==> src/rtl/itof_seq.sv <==
// Sequential 32-bit signed integer to IEEE-754 binary32 converter.
// One request in flight: IDLE -> NORM -> ROUND -> DONE, round-to-nearest-even.
module itof_seq (
  input  logic        clk,
  input  logic        rstn,
  input  logic        in_valid,
  output logic        in_ready,
  input  logic [31:0] s,
  output logic        out_valid,
  input  logic        out_ready,
  output logic [31:0] d
);

  typedef enum logic [1:0] {IDLE, NORM, ROUND, DONE} state_t;

  state_t      state, state_next;
  logic [31:0] op;
  logic [31:0] norm;
  logic [5:0]  lz;
  logic        sign;

  logic [31:0] mag;
  logic [31:0] shifted;
  logic [5:0]  lz_c;
  logic        inc;
  logic [23:0] mant_sum;
  logic [7:0]  exp_c;
  logic [31:0] result;

  always_ff @(posedge clk or negedge rstn) begin
    if (!rstn) state <= IDLE;
    else       state <= state_next;
  end

  always_comb begin
    state_next = state;
    in_ready   = 1'b0;
    out_valid  = 1'b0;
    case (state)
      IDLE: begin
        in_ready = 1'b1;
        if (in_valid) state_next = NORM;
      end
      NORM:  state_next = ROUND;
      ROUND: state_next = DONE;
      DONE: begin
        out_valid = 1'b1;
        if (out_ready) state_next = IDLE;
      end
      default: state_next = IDLE;
    endcase
  end

  // Two's-complement negate leaves 0x80000000 unchanged, which is its correct magnitude.
  always_comb begin
    mag  = op[31] ? (~op + 32'd1) : op;
    lz_c = 6'd32;
    for (int unsigned i = 0; i < 32; i++) begin
      if (mag[i]) lz_c = 6'(31 - i);
    end
    shifted = mag << lz_c;
  end

  // After normalisation the MSB is clear only for a zero operand.
  always_comb begin
    inc      = norm[7] && ((|norm[6:0]) || norm[8]);
    mant_sum = {1'b0, norm[30:8]} + {23'd0, inc};
    exp_c    = 8'd158 - {2'b00, lz};
    if (mant_sum[23]) exp_c = exp_c + 8'd1;
    if (norm[31]) result = {sign, exp_c, mant_sum[22:0]};
    else          result = '0;
  end

  always_ff @(posedge clk or negedge rstn) begin
    if (!rstn) begin
      op   <= '0;
      norm <= '0;
      lz   <= '0;
      sign <= 1'b0;
      d    <= '0;
    end else begin
      case (state)
        IDLE:  if (in_valid) op <= s;
        NORM: begin
          sign <= op[31];
          norm <= shifted;
          lz   <= lz_c;
        end
        ROUND: d <= result;
        default: ;
      endcase
    end
  end

endmodule

==> config.mk <==
export PLATFORM = sky130hd
export DESIGN_NAME = itof_seq
export DESIGN_NICKNAME = d
export VERILOG_FILES = /design/src/rtl/itof_seq.sv
export SDC_FILE = /design/constraint.sdc
export NUM_CORES = 1
export LEC_CHECK = 0
export CORE_ASPECT_RATIO = 0.5
export CORE_MARGIN = 5
export CORE_UTILIZATION = 40
export DETAILED_ROUTE_END_ITERATION = 12
export PLACE_DENSITY = 0.55
export SYNTH_ARGS = -nofsm -noshare
export SYNTH_HDL_FRONTEND = slang
export SYNTH_SLANG_ARGS = --single-unit
==> constraint.sdc <==
create_clock -name clk -period 10.58 [get_ports clk]
set_input_delay 1.058 -clock clk [delete_from_list [all_inputs] [get_ports clk]]
set_output_delay 1.058 -clock clk [all_outputs]
set_load 0.005 [all_outputs]
==> results by group, run 1 <==
Die
  • Height of the die: 115 um
  • Row cnt: 38
  • Die area: 25200 um2
  • Initial Utilization: 0.405
  • I/O pin count: 70
  • Core Box Area: 21600 um2
  • Die W: 219 um

Critical path
  • Arr. time, crit path: 5950 ps
  • FF-to-FF End: norm[26]
  • Crit Path Category: reg -> reg
  • RR Startpoint: op[8]
  • Critical path peak fanout: 25
  • CP Launch Type: flop
  • Cell count of the worst reg-to-reg path: 14
  • R2R setup slack: 4920 ps
  • Crit path required time: 10870 ps
  • CP Capture Type: flop

Synthesis
  • Yosys warns: 0
  • Top cell type's share of synthesized area: 0.300
  • Cell Area, Synth: 8770 um2
  • Largest area contributor in the netlist: dfrtp_1
  • Synth Area per Inst: 8.66 um2
  • Number of synthesized flops with an enable pin: 0
  • Synth Net Count: 1056
  • Register area share after synthesis: 0.300
  • Unique masters post-synth: 97
  • Post-synth ARST share: 1.00
  • Top cells by area, synth: dfrtp_1 (30%), mux2_2 (6.3%), mux2i_1 (4.8%)
  • Number of synthesized register bits: 105
  • Top_reg_cell synth: dfrtp_1
  • Synth Instances: 1013

Route
  • Pre-antenna DRT Iters: 6
  • Final ANT Viol Nets: 0
  • Drt total wl: 27300 um
  • Via density: 6.04
  • WL/cell: 20.5 um
  • 1st-iter DRT viols: 984
  • DRC Markers: 0
  • Vias: 8045

Global routing
  • Gr usage total: 0.219
  • Antenna violations before repair: 0
  • GRT overflow: 0
  • Largest net degree at the start of global routing: 75
  • Vias in the first global route: 7565
  • First-pass GRT wire length: 44000 um

Clock network
  • Root buffer cell: clkbuf_16
  • CTS H-tree depth: 3
  • Clk Latency, worst-skew pair: 380 ps
  • CTS tree: built
  • CTS max path bufs: 2
  • Clock sink count: 105
  • Post-cts resize count: 0
  • Hold_buf cts: 0
  • Clock Pin Slew Worst Setup and Hold Paths: 70 ps
  • Post-CTS setup buffer count: 0
  • Total CTS buffers: 9

Placement
  • HPWL Detailed: 20100 um
  • Placed cell count: 1315
  • Final GP Congestion: 0.906
  • Input/output buffers: 69

Min path
  • Destination of the worst hold path: norm[1]
  • Worst Hold Launch: norm[1]
  • Worst Hold Class: reg -> reg
  • Hold Path Stages: 1

Timing
  • Relative slew slack: 0.365
  • Setup TNS: 0 ps
  • Period utilisation layout: 0.535
  • Fmax achieved: 177 MHz
  • Setup Viol. Count Final: 0
  • Clock skew: 12.4 ps
  • Min Tclk post-route: 5660 ps
  • Hold Fails Final Rpt: 0
  • Unrepaired setup endpoints after global routing: false
  • Slew @ Worst Pin: 951 ps
  • Final Max Tran Viols: 0

Layout
  • # fillers: 2154
  • Ant. Diodes: 0
  • Area Growth Syn to Fin: 12.4%
  • Final cell count without fillers: 1331
  • Most common cell after layout, fill and taps aside: dfrtp_1
  • Fin nets: 1069
  • Most frequent cells in the layout: dfrtp_1 (104), nand2_1 (81), clkdlybuf4s50_1 (68)
  • Multi-input logic area: 5520 um2
  • Layout cells sized above 1: 0.124
  • Sequential Area: 2630 um2

Status
  • Outcome: finished clean

Run
  • Max_cap viols: 0
## cells in the mapped netlist (6+ instances only)
master and number:
o2bb2ai_1 6, buf_1 8, mux2_2 49, o21a_1 10
or3_1 10, a31oi_1 12, o21ai_0 58, nand3_1 25
nor2b_1 7, a211oi_1 8, a21o_1 8, nand4_1 23
ha_1 7, nand2b_1 12, nor2_1 66, clkbuf_1 41
and2_1 6, o221ai_1 7, inv_1 57, buf_6 7
xor2_1 24, dfrtp_1 105, nand2_1 81, mux2i_1 42
or2_2 6, a221oi_1 6, nor3_1 17, or4_1 8
o22ai_1 35, o31ai_1 8, a21oi_1 45, xnor2_1 34
o211ai_1 7, nor4_1 9, buf_2 20, and4_1 6
## metal layers
metal  global-route usage  wire length, um
met1                0.342            14000
met2                0.310            11200
met3               0.0404             1630
met4               0.0552              455
met5                    0                0
## state kept, by name, summed over array words and instances, names as in the netlist
signal  count
sign        1
op         32
state       2
lz          6
d          32
norm       32
## through the flow
step	cell area (um2)	hold slack, ps	util	worst slack [ps]
6_report	9850	499	0.455	4920
5_1_grt	9850	524	0.455	4450
4_1_cts	9850	500	0.455	4980
3_5_place_dp	9530	479	0.440	5010
3_3_place_gp	9530	476	0.440	5110
2_1_floorplan	8770	456	-	6330
## critical path, cell delays in order, from the launching register on
cell       delay (ps)
dfrtp_1           530
nor3_1            480
nand4_1           590
nor3_1            610
or4b_1            470
o21ai_0           160
o22ai_1           270
a211o_1           340
buf_4             240
inv_2             460
mux4_2            580
mux2_2            320
a2bb2oi_1         170
a2bb2oi_1         160
a31oi_1           180
## worst max path at each step
stage,start,endpoint,slack (ps),cells after the start
finish,op[8],norm[26],4920,14
global placement,op[5],norm[26],5110,14
CTS,op[8],norm[26],4980,14
global route,op[8],norm[26],4450,14
floorplan,op[0],norm[26],6330,19
detailed placement,op[8],norm[26],5010,14
## area by class of cell
type,instances,area share
clock buffer,10,0.0232
clock inverter,6,0.00990
inverter,61,0.0232
multi-input combinational,768,0.560
sequential,105,0.267
tap,300,0.0381
timing repair buffer,81,0.0790
## logic make-up after synthesis
family / after synthesis / synth area share
compound gates: 289 / 0.235
xor+xnor: 58 / 0.0579
fa+ha+maj: 8 / 0.0111
buf+inv: 140 / 0.0715
flops: 105 / 0.300
mux: 101 / 0.129
simple gates: 312 / 0.195
Power of run 1 is not shown: default switching activity piles up to over one toggle a cycle in this logic, so the estimate is an artifact.
==> inputs of run 2 (changes only) <==
==> constraint.sdc (replaced) <==
create_clock -name clk -period 5.7 [get_ports clk]
set_input_delay 0.57 -clock clk [delete_from_list [all_inputs] [get_ports clk]]
set_output_delay 0.57 -clock clk [all_outputs]
set_load 0.005 [all_outputs]
==> run 2 against run 1 <==
Global-route usage is essentially flat. Design area grew 1.3%. Non-clock buffer count grew 18. Core utilization grew 0.58 points. Worst hold slack lost 300 ps. Wire length shrank 0.46%. Sequential cell count is the same. Clock skew grew 4.2 ps. Die area is the same. Worst setup slack lost 4500 ps. Critical path type unchanged. Critical endpoint is now norm[29].
==> results by group, run 2 (same netlist as run 1, synthesis figures left out) <==
Placement
  • Input/output buffers: 69 (unchanged)
  • Final GP Congestion: 0.937 (was 0.906)
  • HPWL Detailed: 20000 um (was 20100 um)

Layout
  • Util after Layout: 0.461 (was 0.455)
  • Fin nets: 1088 (was 1069)
  • Biggest regs: d: 32 flops, norm: 32 flops, op: 32 flops (unchanged)
  • Most common cell after layout, fill and taps aside: dfrtp_1 (unchanged)
  • Layout cells sized above 1: 0.141 (was 0.124)
  • Most frequent cells in the layout: dfrtp_1 (104), nand2_1 (81), clkdlybuf4s50_1 (68) (unchanged)
  • Ant. Diodes: 0 (unchanged)
  • Area Growth Syn to Fin: 13.8% (was 12.4%)

Critical path
  • Delay of the slowest critical-path stage: 530 ps (was 610 ps)
  • Critical path peak fanout: 11 (was 25)
  • Arr. time, crit path: 5570 ps (was 5950 ps)
  • RR Startpoint: op[0] (was op[8])
  • FF-to-FF End: norm[29] (was norm[26])
  • Cell count of the worst reg-to-reg path: 15 (was 14)
  • Family with the most delay on the worst path: compound AO/OA/AOI/OAI gates (was simple AND/OR/NAND/NOR gates)
  • R2R setup slack: 400 ps (was 4920 ps)
  • CP Launch Type: flop (unchanged)
  • Slowest CP cell: a211oi_2 (was nor3_1)
  • Crit Path Category: reg -> reg (unchanged)
  • CP Capture Type: flop (unchanged)
  • Crit path top cell by count: mux2i_1
  • CP cell instances: inv_1, ha_1, nor4b_2, nand3_1, or4_1, o311a_1, o311ai_0, o2111ai_1, a211oi_2, nor2_4, mux2i_1, mux2i_1, mux2i_1, o22ai_1, o32a_1 (was nor3_1, nand4_1, nor3_1, or4b_1, o21ai_0, o22ai_1, a211o_1, buf_4, inv_2, mux4_2, mux2_2, a2bb2oi_1, a2bb2oi_1, a31oi_1)
  • CP bufs+invs: 1 (was 2)
  • Crit path required time: 5970 ps (was 10870 ps)

Clock network
  • Post-CTS setup buffer count: 0 (unchanged)
  • Root buffer cell: clkbuf_16 (unchanged)
  • Clock Pin Slew Worst Setup and Hold Paths: 90 ps (was 70 ps)
  • CTS H-tree depth: 3 (unchanged)
  • Clock sink count: 105 (unchanged)
  • Total CTS buffers: 9 (unchanged)
  • Clk Latency, worst-skew pair: 380 ps (about the same)
  • CTS tree: built (unchanged)
  • CTS max path bufs: 2 (unchanged)

Global routing
  • Largest net degree at the start of global routing: 62 (was 75)
  • First-pass GRT wire length: 44200 um (was 44000 um)
  • Antenna violations before repair: 0 (unchanged)
  • GRT overflow: 0 (unchanged)
  • Vias in the first global route: 7691 (was 7565)
  • Gr usage total: 0.219 (about the same)

Route
  • Drt total wl: 27200 um (was 27300 um)
  • Final ANT Viol Nets: 0 (unchanged)
  • DRC Markers: 0 (unchanged)
  • 1st-iter DRT viols: 737 (was 984)
  • WL/cell: 20.1 um (was 20.5 um)
  • Via density: 5.98 (was 6.04)
  • Vias: 8076 (was 8045)
  • Pre-antenna DRT Iters: 6 (unchanged)

Die
  • Initial Utilization: 0.405 (unchanged)
  • Row cnt: 38 (unchanged)
  • Die W: 219 um (unchanged)
  • Height of the die: 115 um (unchanged)
  • I/O pin count: 70 (unchanged)
  • Core Box Area: 21600 um2 (unchanged)
  • Die area: 25200 um2 (unchanged)

Timing
  • Setup TNS: 0 ps (unchanged)
  • Hold Fails Final Rpt: 0 (unchanged)
  • Final Max Tran Viols: 0 (unchanged)
  • Setup Viol. Count Final: 0 (unchanged)
  • Relative slew slack: 0.354 (was 0.365)
  • Min Hold Slack: 202 ps (was 499 ps)
  • Period utilisation layout: 0.929 (was 0.535)
  • Unrepaired setup endpoints after global routing: false (unchanged)
  • Min Tclk post-route: 5300 ps (was 5660 ps)
  • Clock skew: 16.6 ps (was 12.4 ps)
  • Slew @ Worst Pin: 967 ps (was 951 ps)
  • Fmax achieved: 189 MHz (was 177 MHz)

Run
  • Max_cap viols: 0 (unchanged)

Min path
  • Worst Hold Class: in -> async (was reg -> reg)

Status
  • Outcome: finished clean (unchanged)
==> run 2: cell count changes in the layout (fill, tap and decap cells not counted), sizes merged <==
cell	before	now
inv	62	63
nor2	70	71
clkinv	3	4
clkbuf	10	9
buf	13	31
bufinv	2	1
==> run 2: worst max path at each step <==
stage	startpoint	to	cells after the start
6_report	op[0]	norm[29]	15
5_1_grt	op[0]	norm[29]	15
4_1_cts	op[9]	norm[29]	13
3_5_place_dp	op[9]	norm[29]	13
3_3_place_gp	op[5]	norm[29]	13
2_1_floorplan	op[0]	norm[26]	19
==> run 2: metrics by stage <==
step,setup WS (ps),cell area (um2),cells
final,405,9980,1350
after CTS,407,9970,1349
after global placement,574,9660,1333
after detailed placement,440,9660,1333
after floorplan,1450,8770,1013
after global routing,54.1,9980,1350
==> run 2: cell type report <==
cell class	instances	area, um2
clock buffers	9	225
flip-flops and latches	105	2630
multi-input cells	769	5520
fillers	2142	11700
clock inverters	7	86.3
inverters	61	229
repair buffers	99	913
well taps	300	375
==> run 2: per-layer routing <==
metal,wire (um),share of wire,vias to the layer above,track usage
met1,13500,0.50,3872,0.338
li1,-,-,3847,-
met4,456,0.017,0,0.0615
met2,11400,0.42,315,0.313
met5,0,0,-,0
met3,1830,0.067,42,0.0391
==> run 2: repair_timing <==
action,in CTS,in global routing
endpoints found under the setup margin,0,1
hold endpoints to repair,0,0
hold buffers,0,0
resized for setup,0,0
==> run 2: worst reg2reg max path: cells and delay by family, from the launching register on <==
| kind | cells | cell delay (ps) |
|---|---|---|
| compound gates | 6 | 1810 |
| simple gates | 4 | 1400 |
| mux | 3 | 1000 |
| flops | 1 | 500 |
| fa+ha+maj | 1 | 320 |
| buf+inv | 1 | 150 |
Power of run 2 is left out for the same reason.
==> inputs of run 3 (changes only) <==
--- a/config.mk
+++ b/config.mk
@@ -6,10 +6,11 @@
 export NUM_CORES = 1
 export LEC_CHECK = 0
 export CORE_ASPECT_RATIO = 0.5
-export CORE_MARGIN = 5
-export CORE_UTILIZATION = 40
+export CORE_MARGIN = 2
+export CORE_UTILIZATION = 60
 export DETAILED_ROUTE_END_ITERATION = 12
-export PLACE_DENSITY = 0.55
+export HOLD_SLACK_MARGIN = 0.12
+export PLACE_DENSITY = 0.79
 export SYNTH_ARGS = -nofsm -noshare
 export SYNTH_HDL_FRONTEND = slang
 export SYNTH_SLANG_ARGS = --single-unit
==> run 3 against run 2 <==
Clock skew down 6.5 ps. Final cell count down 8.2%. Worst hold slack worse by 43 ps. Core utilization up 22 points. Global-route usage up 11 points.
==> results by group, run 3 (same netlist as run 1, synthesis figures left out) <==
Status
  • Outcome: finished clean (unchanged)

Route
  • Final ANT Viol Nets: 0 (unchanged)
  • 1st-iter DRT viols: 985 (was 737)
  • Top Metal Used: met4 (unchanged)
  • Pre-antenna DRT Iters: 6 (unchanged)
  • Met3 routed WL: 2440 um (was 1830 um)
  • WL/cell: 20.5 um (was 20.1 um)
  • Via density: 6.69 (was 5.98)
  • Metal2 WL: 10800 um (was 11400 um)
  • Vias: 8295 (was 8076)
  • Drt total wl: 25300 um (was 27200 um)
  • DRC Markers: 0 (unchanged)
  • M1 WL: 11500 um (was 13500 um)

Critical path
  • Crit path required time: 5940 ps (was 5970 ps)
  • FF-to-FF End: norm[24] (was norm[29])
  • Critical path peak fanout: 22 (was 11)
  • Slowest CP cell: nor2_4 (was a211oi_2)
  • R2R setup slack: 430 ps (was 400 ps)
  • CP Launch Type: flop (unchanged)
  • Cell count of the worst reg-to-reg path: 16 (was 15)
  • Arr. time, crit path: 5510 ps (was 5570 ps)
  • Delay of the slowest critical-path stage: 540 ps (was 530 ps)
  • Crit Path Category: reg -> reg (unchanged)
  • CP Capture Type: flop (unchanged)
  • CP cell instances: inv_1, ha_1, nor4b_2, buf_4, nand4_1, or3_1, a211oi_1, a31oi_1, o31ai_2, a211oi_2, nor2_4, mux2i_1, mux2i_1, mux2_2, nor3b_1, or3_1 (was inv_1, ha_1, nor4b_2, nand3_1, or4_1, o311a_1, o311ai_0, o2111ai_1, a211oi_2, nor2_4, mux2i_1, mux2i_1, mux2i_1, o22ai_1, o32a_1)
  • RR Startpoint: op[0] (unchanged)

Layout
  • Layout cells sized above 1: 0.133 (was 0.141)
  • # fillers: 1180 (was 2142)
  • Util after Layout: 0.679 (was 0.461)
  • Biggest regs: d: 32 flops, norm: 32 flops, op: 32 flops (unchanged)
  • Multi-input logic area: 5520 um2 (about the same)
  • Most common cell after layout, fill and taps aside: dfrtp_1 (unchanged)
  • Sequential Area: 2630 um2 (unchanged)
  • Ant. Diodes: 0 (unchanged)
  • Final cell count without fillers: 1239 (was 1350)
  • Most frequent cells in the layout: dfrtp_1 (104), nand2_1 (81), clkdlybuf4s50_1 (68) (unchanged)
  • Fin nets: 1079 (was 1088)
  • Area Growth Syn to Fin: 11.4% (was 13.8%)

Global routing
  • GRT overflow: 0 (unchanged)
  • First-pass GRT wire length: 40600 um (was 44200 um)
  • Largest net degree at the start of global routing: 72 (was 62)
  • Gr usage total: 0.329 (was 0.219)
  • Vias in the first global route: 7557 (was 7691)
  • Antenna violations before repair: 0 (unchanged)

Clock network
  • Clock sink count: 105 (unchanged)
  • Total CTS buffers: 9 (unchanged)
  • Clk Latency, worst-skew pair: 360 ps (was 380 ps)
  • Clock Pin Slew Worst Setup and Hold Paths: 90 ps (about the same)
  • Post-CTS setup buffer count: 0 (unchanged)
  • CTS max path bufs: 2 (unchanged)
  • Root buffer cell: clkbuf_16 (unchanged)
  • CTS tree: built (unchanged)
  • CTS H-tree depth: 3 (unchanged)
  • Post-cts resize count: 0 (unchanged)
  • Hold_buf cts: 0 (unchanged)

Timing
  • Fmax achieved: 190 MHz (was 189 MHz)
  • Unrepaired setup endpoints after global routing: false (unchanged)
  • Setup Viol. Count Final: 0 (unchanged)
  • Relative slew slack: 0.412 (was 0.354)
  • Clock skew: 10.2 ps (was 16.6 ps)
  • Period utilisation layout: 0.924 (was 0.929)
  • Hold Fails Final Rpt: 0 (unchanged)
  • Final Max Tran Viols: 0 (unchanged)
  • Slew @ Worst Pin: 880 ps (was 967 ps)
  • Min Tclk post-route: 5270 ps (was 5300 ps)
  • Setup TNS: 0 ps (unchanged)

Placement
  • HPWL Detailed: 18400 um (was 20000 um)
  • Input/output buffers: 69 (unchanged)
  • Placed cell count: 1223 (was 1333)
  • Final GP Congestion: 1.04 (was 0.937)

Die
  • Core Box Area: 14400 um2 (was 21600 um2)
  • Initial Utilization: 0.609 (was 0.405)
  • Height of the die: 89.5 um (was 115 um)
  • I/O pin count: 70 (unchanged)
  • Row cnt: 31 (was 38)
  • Die W: 175 um (was 219 um)
  • Die area: 15700 um2 (was 25200 um2)

Run
  • Max_cap viols: 0 (unchanged)

Min path
  • Worst Hold Class: in -> async (unchanged)
-- run 3: cell count changes in the layout (fill, tap and decap cells not counted) --
cell,before,now
clkbuf_1,0,1
nor2_2,4,3
clkinv_2,1,0
inv_8,3,1
buf_4,31,23
inv_6,0,1
bufinv_16,1,0
clkinv_8,0,1
clkinv_4,2,3
-- run 3: metal layers --
metal	up-vias	global-route usage
met5	-	0
met4	0	0.107
met3	52	0.0719
met2	489	0.506
met1	3937	0.466
li1	3817	-
-- run 3: area by class of cell --
| type | count | share of cell area |
|---|---|---|
| multi-input combinational | 768 | 0.565 |
| timing repair buffer | 91 | 0.0874 |
| inverter | 61 | 0.0234 |
| clock buffer | 10 | 0.0234 |
| clock inverter | 6 | 0.00641 |
| sequential | 105 | 0.269 |
| tap | 198 | 0.0254 |
-- run 3: worst max-delay path by stage --
stage               start  endpoint  slack [ps]  depth (start not counted)
finish              op[0]  norm[24]         430                         16
global route        op[0]  norm[24]         140                         15
CTS                 op[0]  norm[24]         550                         16
detailed placement  op[0]  norm[29]         600                         16
global placement    op[5]  norm[29]         710                         13
floorplan           op[0]  norm[26]        1450                         19
-- run 3: through the flow --
stage          worst slack (ps)  instance area, um2  hold slack, ps
6_report                    432                9770             159
5_1_grt                     140                9770             186
4_1_cts                     554                9770             171
3_5_place_dp                597                9470             479
3_3_place_gp                707                9470             473
2_1_floorplan              1450                8770             274
-- run 3: worst max-delay path, delay by kind of cell (launching register included) --
kind                       cells  cell delay (ps)
buffers and inverters          2              410
DFF                            1              510
muxes                          3              970
AOI/OAI and AO/OA              4             1010
and+or+nand+nor                6             1880
adders and majority gates      1              340
Power of run 3 is left out for the same reason.
